[config.mk]
export PLATFORM = sky130hd
export DESIGN_NAME = bp_sacc_lce_req_wh_tx
export DESIGN_NICKNAME = d
export VERILOG_FILES = /design/src/rtl/bp_sacc_pkg.sv /design/src/rtl/bp_sacc_wh_flit_mux.sv /design/src/rtl/bp_sacc_lce_req_wh_tx.sv
export SDC_FILE = /design/constraint.sdc
export NUM_CORES = 1
export LEC_CHECK = 0
export CAP_MARGIN = 30
export CELL_PAD_IN_SITES_DETAIL_PLACEMENT = 0
export CELL_PAD_IN_SITES_GLOBAL_PLACEMENT = 1
export CORE_AREA = 2 2 261 263
export CTS_CLUSTER_DIAMETER = 80
export DETAILED_ROUTE_END_ITERATION = 12
export DIE_AREA = 0 0 263 265
export DONT_BUFFER_PORTS = 1
export PLACE_DENSITY_LB_ADDON = 0.1
export REMOVE_ABC_BUFFERS = 1
export SLEW_MARGIN = 25
export SYNTH_ARGS = -nofsm -noshare
export SYNTH_HDL_FRONTEND = slang
export SYNTH_HIERARCHICAL = 1
export SYNTH_SLANG_ARGS = --single-unit
[constraint.sdc]
create_clock -name clk_i -period 2.8 [get_ports clk_i]
set_input_delay 0.84 -clock clk_i [delete_from_list [all_inputs] [get_ports clk_i]]
set_output_delay 0.84 -clock clk_i [all_outputs]
set_load 0.05 [all_outputs]
[src/rtl/bp_sacc_pkg.sv]
// Shared definitions for the streaming-accelerator LCE request wormhole path.
//   bp_sacc_wh_hdr_s    : wormhole routing header {cid, len, cord}, cord in the LSBs
//   bp_sacc_wh_state_e  : packetizer FSM states
//   bp_sacc_hdr_flits() : number of flits occupied by the routing + LCE header
package bp_sacc_pkg;

    localparam int unsigned wh_cord_width_gp = 7;
    localparam int unsigned wh_len_width_gp  = 4;
    localparam int unsigned wh_cid_width_gp  = 2;

    typedef struct packed {
        logic [wh_cid_width_gp-1:0]  cid;
        logic [wh_len_width_gp-1:0]  len;
        logic [wh_cord_width_gp-1:0] cord;
    } bp_sacc_wh_hdr_s;

    typedef enum logic {
        e_ready,
        e_send
    } bp_sacc_wh_state_e;

    function automatic int unsigned bp_sacc_hdr_flits(
        input int unsigned cord_w,
        input int unsigned len_w,
        input int unsigned cid_w,
        input int unsigned hdr_w,
        input int unsigned flit_w
    );
        return (cord_w + len_w + cid_w + hdr_w + flit_w - 1) / flit_w;
    endfunction

endpackage

[src/rtl/bp_sacc_wh_flit_mux.sv]
// Combinational flit selector: returns flit cnt_i of a registered packet image.
//   image_i : packet image, flit k at [k*flit_width_p +: flit_width_p]
//   cnt_i   : flit index (counter lives in the parent)
//   flit_o  : selected flit, zero when cnt_i is beyond the image
module bp_sacc_wh_flit_mux
    import bp_sacc_pkg::*;
#(
    parameter int unsigned flit_width_p = 64,
    parameter int unsigned num_flits_p  = 10,
    parameter int unsigned cnt_width_p  = 4
) (
    input  logic [num_flits_p*flit_width_p-1:0] image_i,
    input  logic [cnt_width_p-1:0]              cnt_i,
    output logic [flit_width_p-1:0]             flit_o
);

    always_comb begin
        flit_o = '0;
        for (int unsigned i = 0; i < num_flits_p; i++) begin
            if (cnt_i == cnt_width_p'(i)) begin
                flit_o = image_i[i*flit_width_p +: flit_width_p];
            end
        end
    end

endmodule

[src/rtl/bp_sacc_lce_req_wh_tx.sv]
// Tile-side LCE request packetizer: accepts one request (cord, cid, header,
// variable-length payload), registers it, and serializes it into wormhole
// flits on a ready/valid link. Header region {hdr, cid, len, cord} is
// zero-padded to whole flits, followed by the payload flits.
//   clk_i / reset_i (async, active low)
//   dst_cord_i, dst_cid_i, hdr_i, data_i, data_flits_i, v_i -> request in
//   ready_and_o                                            -> request accept
//   link_data_o, link_v_o / link_ready_and_i               -> flit link
// Optional: define BP_SACC_WH_TX_BACK2BACK_EN to accept the next request on
// the last flit handshake so packets stream without an idle cycle.
module bp_sacc_lce_req_wh_tx
    import bp_sacc_pkg::*;
#(
    parameter int unsigned flit_width_p     = 64,
    parameter int unsigned cord_width_p     = 7,
    parameter int unsigned len_width_p      = 4,
    parameter int unsigned cid_width_p      = 2,
    parameter int unsigned hdr_width_p      = 80,
    parameter int unsigned max_data_flits_p = 8,
    localparam int unsigned data_flits_width_lp = $clog2(max_data_flits_p + 1)
) (
    input  logic                                   clk_i,
    input  logic                                   reset_i,
    input  logic [cord_width_p-1:0]                dst_cord_i,
    input  logic [cid_width_p-1:0]                 dst_cid_i,
    input  logic [hdr_width_p-1:0]                 hdr_i,
    input  logic [max_data_flits_p*flit_width_p-1:0] data_i,
    input  logic [data_flits_width_lp-1:0]         data_flits_i,
    input  logic                                   v_i,
    output logic                                   ready_and_o,
    output logic [flit_width_p-1:0]                link_data_o,
    output logic                                   link_v_o,
    input  logic                                   link_ready_and_i
);

    localparam int unsigned hdr_flits_lp =
        bp_sacc_hdr_flits(cord_width_p, len_width_p, cid_width_p, hdr_width_p, flit_width_p);
    localparam int unsigned num_flits_lp    = hdr_flits_lp + max_data_flits_p;
    localparam int unsigned hdr_region_w_lp = hdr_flits_lp * flit_width_p;
    localparam int unsigned image_w_lp      = num_flits_lp * flit_width_p;

    if (hdr_flits_lp + max_data_flits_p - 1 >= (1 << len_width_p)) begin : g_len_width_chk
        $error("len_width_p too narrow for the longest packet");
    end

    bp_sacc_wh_state_e         state_r;
    logic [len_width_p-1:0]    cnt_r;
    logic [len_width_p-1:0]    total_len_r;
    logic [image_w_lp-1:0]     image_r;

    logic [len_width_p-1:0]    len_field;
    logic [hdr_region_w_lp-1:0] hdr_region;
    logic [image_w_lp-1:0]     image_next;
    logic                      accept;
    logic                      last_flit;

    // Flits after the first; truncation to the field width is intentional.
    assign len_field = len_width_p'(hdr_flits_lp - 1) + len_width_p'(data_flits_i);

    always_comb begin
        hdr_region = '0;
        hdr_region[0 +: cord_width_p]                                    = dst_cord_i;
        hdr_region[cord_width_p +: len_width_p]                          = len_field;
        hdr_region[cord_width_p+len_width_p +: cid_width_p]              = dst_cid_i;
        hdr_region[cord_width_p+len_width_p+cid_width_p +: hdr_width_p]  = hdr_i;
    end

    assign image_next = {data_i, hdr_region};
    assign last_flit  = (cnt_r == total_len_r);

    always_comb begin
        ready_and_o = 1'b0;
        case (state_r)
            e_ready: ready_and_o = 1'b1;
            e_send: begin
`ifdef BP_SACC_WH_TX_BACK2BACK_EN
                ready_and_o = link_ready_and_i & last_flit;
`else
                ready_and_o = 1'b0;
`endif
            end
        endcase
    end

    assign accept   = v_i & ready_and_o;
    assign link_v_o = (state_r == e_send);

    always_ff @(posedge clk_i or negedge reset_i) begin
        if (!reset_i) begin
            state_r     <= e_ready;
            cnt_r       <= '0;
            total_len_r <= '0;
            image_r     <= '0;
        end else begin
            case (state_r)
                e_ready: begin
                    if (accept) begin
                        image_r     <= image_next;
                        total_len_r <= len_field;
                        cnt_r       <= '0;
                        state_r     <= e_send;
                    end
                end
                e_send: begin
                    if (link_ready_and_i) begin
                        if (last_flit) begin
                            cnt_r <= '0;
`ifdef BP_SACC_WH_TX_BACK2BACK_EN
                            // Accept on the closing handshake reloads in place.
                            if (accept) begin
                                image_r     <= image_next;
                                total_len_r <= len_field;
                            end else begin
                                state_r <= e_ready;
                            end
`else
                            state_r <= e_ready;
`endif
                        end else begin
                            cnt_r <= cnt_r + 1'b1;
                        end
                    end
                end
            endcase
        end
    end

    bp_sacc_wh_flit_mux #(
        .flit_width_p (flit_width_p),
        .num_flits_p  (num_flits_lp),
        .cnt_width_p  (len_width_p)
    ) u_flit_mux (
        .image_i (image_r),
        .cnt_i   (cnt_r),
        .flit_o  (link_data_o)
    );

    a_data_flits_range: assert property (
        @(posedge clk_i) disable iff (!reset_i)
        accept |-> (32'(data_flits_i) <= max_data_flits_p)
    );

endmodule

== After elaboration in Yosys (flattened, before gate mapping) ==
Cells that the tools add are included.
Widths: inputs -> output; s select.
Word-level totals
  bits in registers: 614
  input port bits: 609
Operators by class
  bitwise operators: 2
  eq/ne operators: 12
  add/subtract/negate cells: 2
  reductions and logical operators: 3
  muxes and demuxes: 19
Operators with widths (count)
  $mux 64: 10
  $eq 4x3->1 const B: 4
  $mux 4: 3
  $eq 4x2->1 const B: 2
  $eq 4x4->1 const B: 2
  $pmux 4 s2: 1
  $add 1x4->4 const A: 1
  $add 4x1->4 const B: 1
  $eq 4x1->1 const B: 1
  $eq 4x4->1: 1
  $logic_not 4->1: 1
  $ne 2x2->1 const B: 2
  $pmux 1 s2: 2
  $reduce_and 2->1: 2
  $mux 1: 3
  $and 1x1->1: 1
  $not 1->1: 1

== Depth between registers and ports, before layout ==
  word-level depth: 11
  depth in mapped cells: 7

== By module ==
Netlist, hierarchy kept.
Modules (own cells, without submodules)
  bp_sacc_lce_req_wh_tx: instances 1, cells each 1316, area an instance 23646.4 µm²
  bp_sacc_wh_flit_mux: instances 1, cells each 768, area an instance 5126.2 µm²

== Worst setup path before layout ==
Ideal clock, no wire load.
  kind: reg-to-output
  start point: register cnt_r[1]
  end point: output link_data_o[50]
  buffers on the path: 3
  arrival: 2405 ps
  required time: 1960 ps
  setup slack: -445 ps
  cell stages (with the launch flop): 7
  path through: dfrtp_1 > buf_4 > and4b_1 > buf_4 > buf_2 > nor2b_1 > o31ai_1
Between the ends
  longest elaborated chain between the ends: 11
RTL lines
  from (decl): RTL line bp_sacc_lce_req_wh_tx.sv:47  | logic [len_width_p-1:0] cnt_r;
  from (signal assigned): RTL line bp_sacc_lce_req_wh_tx.sv:120  | cnt_r <= cnt_r + 1'b1;
  $logic_not 4->1: RTL line bp_sacc_wh_flit_mux.sv:20  | if (cnt_i == cnt_width_p'(i)) begin
  $mux 64 (9 in series): RTL line bp_sacc_wh_flit_mux.sv:20
  $mux 64 *: RTL line bp_sacc_wh_flit_mux.sv:20
  to (decl): RTL line bp_sacc_lce_req_wh_tx.sv:31  | output logic [flit_width_p-1:0] link_data_o,
Every way passes the cells marked *; elsewhere a longest branch is shown, timed or not.

== Worst setup path after layout ==
  start point: register cnt_r[3]
  end point: output link_data_o[26]
The elaborated chain is that of the path after synthesis.

==> metrics.csv <==
metric;value;unit
path_class;reg -> out;
antenna_found_initial;83;
async_reset_ff_share;100;%
place_congestion;0.886;
cp_slowest_cell;or3b_4;
synth_cell_types;58;
tightest_slew;3860;ps
r2r_cells;5;
pwr-share-clk;19.3;%
synth-seq-cells;610;
rrSetupSlack;690;ps
cts_root_buffer;clkbuf_16;
first_pass_iters;5;
cts_tree;yes;
num_rows;95;
insertion_delay;610;ps
fillers;5649;
r2r-start;cnt_r[0];
failed_checks;hold timing, slew limit, setup timing;
layout_commonest_cell;dfrtp_1;
p_leak;14.8;nW
vias;18431;
layout-drive-gt1-share;46.1;%
vias_per_cell;5.77;
swShare;38.1;%
portBuffers;0;
finalHoldViolations;74;
p_int;30.4;mW
cp-end-kind;output port;
syn_area;28800;um^2
area_growth;20.8;%
first_iter_violations;1093;
cp_top_family;buffers and inverters;
io_pins;675;
maxCapViolations;0;
grt_pass1_wl;133;mm
pre_cts_slack;-71.1;ps
synthCells;2084;
relSlewSlack;-157;%
grt_use_total;25.7;%
synth_seq_area_share;53.1;%
die_w;263;um
fp.dieH;265;um
pwr_density_cell;1410;nW/um^2
fin_crit_sh;122;%
power_switching;18.7;mW
finalNetCount;2832;
cts_max_path_buffers;3;
post-route-drc-count;0;
setup_viol;195;
cp_common_cell;buf_6;
path_cells;buf_6, or3b_4, clkbuf_16, a2bb2oi_1, o211a_1, o21ai_2, buf_6;
drt-total-wl;94.4;mm
coreArea;66800;um^2
cts_buffers;72;
grt_overflow;0;
mostFrequentLayoutCells;607 x dfrtp_1, 377 x mux2_2, 225 x mux2_4;
htreeDepth;3;
synth_edf_count;0;
fin_util;52.0;%
ys_warn_count;6;
slew_violations;399;
holdWs;-34.1;ps
status;complete, but fails checks;
start_kind;register;
antenna_left;0;
finalWorstSetupSlack;-630;ps
start_util;43.1;%
fin_worst_skew;24.2;ps
grt_pass1_vias;19645;
dp_cells;2994;
fin_cells;3196;
path_clk_slew;60;ps
hp-class;in -> async;
rsz0062_at_grt;true;
post-dp-hpwl;63.0;mm
required;1960;ps
ir_worst_vdd;0.00136;V
crit_fanout;7;
period_needed;3430;ps
combPwrFrac;48.7;%
reg2reg_to;cnt_r[1];
path_buf_inv;3;
synthFlopType;dfrtp_1;
synth_area_per_cell;13.8;um^2
grt_max_degree;611;
critical_path.max_stage_delay;530;ps
worstPathArrival;2590;ps
p_seq_share;32.0;%
wire_per_inst;29.5;um
clock-sinks;610;
dieArea;69700;um^2
fmax;292;MHz
[worst register-to-register path, cell delays in order (launching register included)]
cell     delay [ps]
dfrtp_4         520
buf_8           180
buf_12          190
xor2_1          210
or4_1           570
a32o_1          320
[cell families (layout without fill, tap and decap cells)]
logic type | after synthesis | after routing | synth area share, %
compound gates | 402 | 402 | 9.54
mux | 722 | 722 | 30.7
xor+xnor | 7 | 7 | 0.213
flops | 610 | 610 | 53.1
other cells | 1 | 85 | 0.0130
buf+inv | 171 | 325 | 3.54
fa+ha+maj | 2 | 2 | 0.0870
simple gates | 169 | 170 | 2.89
[what timing repair did]
action | CTS | global route
pin swaps | 23 | 57
setup buffers | 7 | 4
gates resized for setup | 86 | 126
hold endpoints to repair | 585 | 12
cloned | 4 | 10
setup endpoints to repair | 64 | 64
[power by group through the flow]
stage | sequential, mW | combinational [mW] | clock, mW
final | 15.7 | 23.9 | 9.50
after floorplan | 15.3 | 14.2 | 0
after detailed placement | 15.8 | 21.4 | 0
after CTS | 15.7 | 22.6 | 9.73
after global routing | 16.2 | 25.2 | 10.1
after global placement | 15.6 | 21.2 | 0
[flip-flops by register name (all words and copies together) (netlist names)]
| name | cells |
|---|---|
| total_len_r | 3 |
| link_v_o | 1 |
| cnt_r | 4 |
| image_r | 602 |
[cell type report]
class                   instances  area (um^2)  area share, %
repair buffers                192         2370           6.83
clock inverters                25          309          0.889
well taps                     873         1090           3.14
multi-input cells            1338        13500           38.8
diodes                         50          125          0.360
clock buffers                 101         2080           5.99
flip-flops and latches        610        15300           43.9
inverters                       7         30.0         0.0864
[per-layer routing]
| layer | share of wire [%] | up-vias | wire (um) | global-route usage (%) |
|---|---|---|---|---|
| met4 | 3.6 | 62 | 3410 | 12.7 |
| met3 | 7.5 | 235 | 7070 | 8.78 |
| met5 | 0.43 | - | 407 | 0 |
| li1 | - | 8075 | - | - |
| met2 | 49 | 617 | 46000 | 41.0 |
| met1 | 40 | 9442 | 37600 | 31.2 |
[per-stage QoR]
| step | TNS (ps) | power [mW] | hold slack (ps) | cell area, um^2 |
|---|---|---|---|---|
| final | -50230 | 49.1 | -34.1 | 34800 |
| after global placement | -526 | 36.8 | 483 | 30800 |
| after CTS | -37490 | 48.0 | -88.7 | 33800 |
| after detailed placement | -743 | 37.2 | 488 | 30800 |
| after global routing | -41290 | 51.5 | -69.5 | 34700 |
| after floorplan | - | 29.5 | 473 | 27900 |
[worst max path at each step]
stage	end	cells past startpoint	slack, ps	startpoint
after global routing	link_data_o[27]	8	-710	cnt_r[2]
after detailed placement	link_data_o[62]	6	-70	cnt_r[1]
after floorplan	image_r[0]	2	-33610	link_v_o
final	link_data_o[26]	7	-630	cnt_r[3]
after CTS	link_data_o[31]	6	-630	cnt_r[1]
after global placement	link_data_o[18]	7	-60	cnt_r[1]
[synth_stat cells (all sizes together) (2+ instances only)]
cell / instances / share of area, %
or3b: 3 / 0.091
nand2: 15 / 0.20
and4b: 2 / 0.070
o41ai: 2 / 0.061
o22ai: 109 / 2.4
mux2: 602 / 26
mux2i: 120 / 4.2
ha: 2 / 0.087
a31oi: 54 / 1.2
nand2b: 2 / 0.052
inv: 7 / 0.091
o31ai: 3 / 0.078
dfrtp: 610 / 53
nor3: 3 / 0.091
o211a: 7 / 0.24
a22o: 9 / 0.27
a211oi: 7 / 0.18
xor2: 6 / 0.18
a221oi: 2 / 0.061
nor2: 117 / 1.5
nor2b: 3 / 0.065
nor4b: 9 / 0.35
o21ai: 65 / 1.1
nand3b: 3 / 0.078
a22oi: 55 / 1.4
a2bb2oi: 7 / 0.21
buf: 131 / 3.0
a21oi: 14 / 0.24
nand3: 3 / 0.052
nand4: 2 / 0.087
nor3b: 2 / 0.087
clkbuf: 33 / 0.43
o221ai: 7 / 0.21
o2bb2ai: 56 / 1.7
Note: power is estimated with default switching activity, not from simulation.
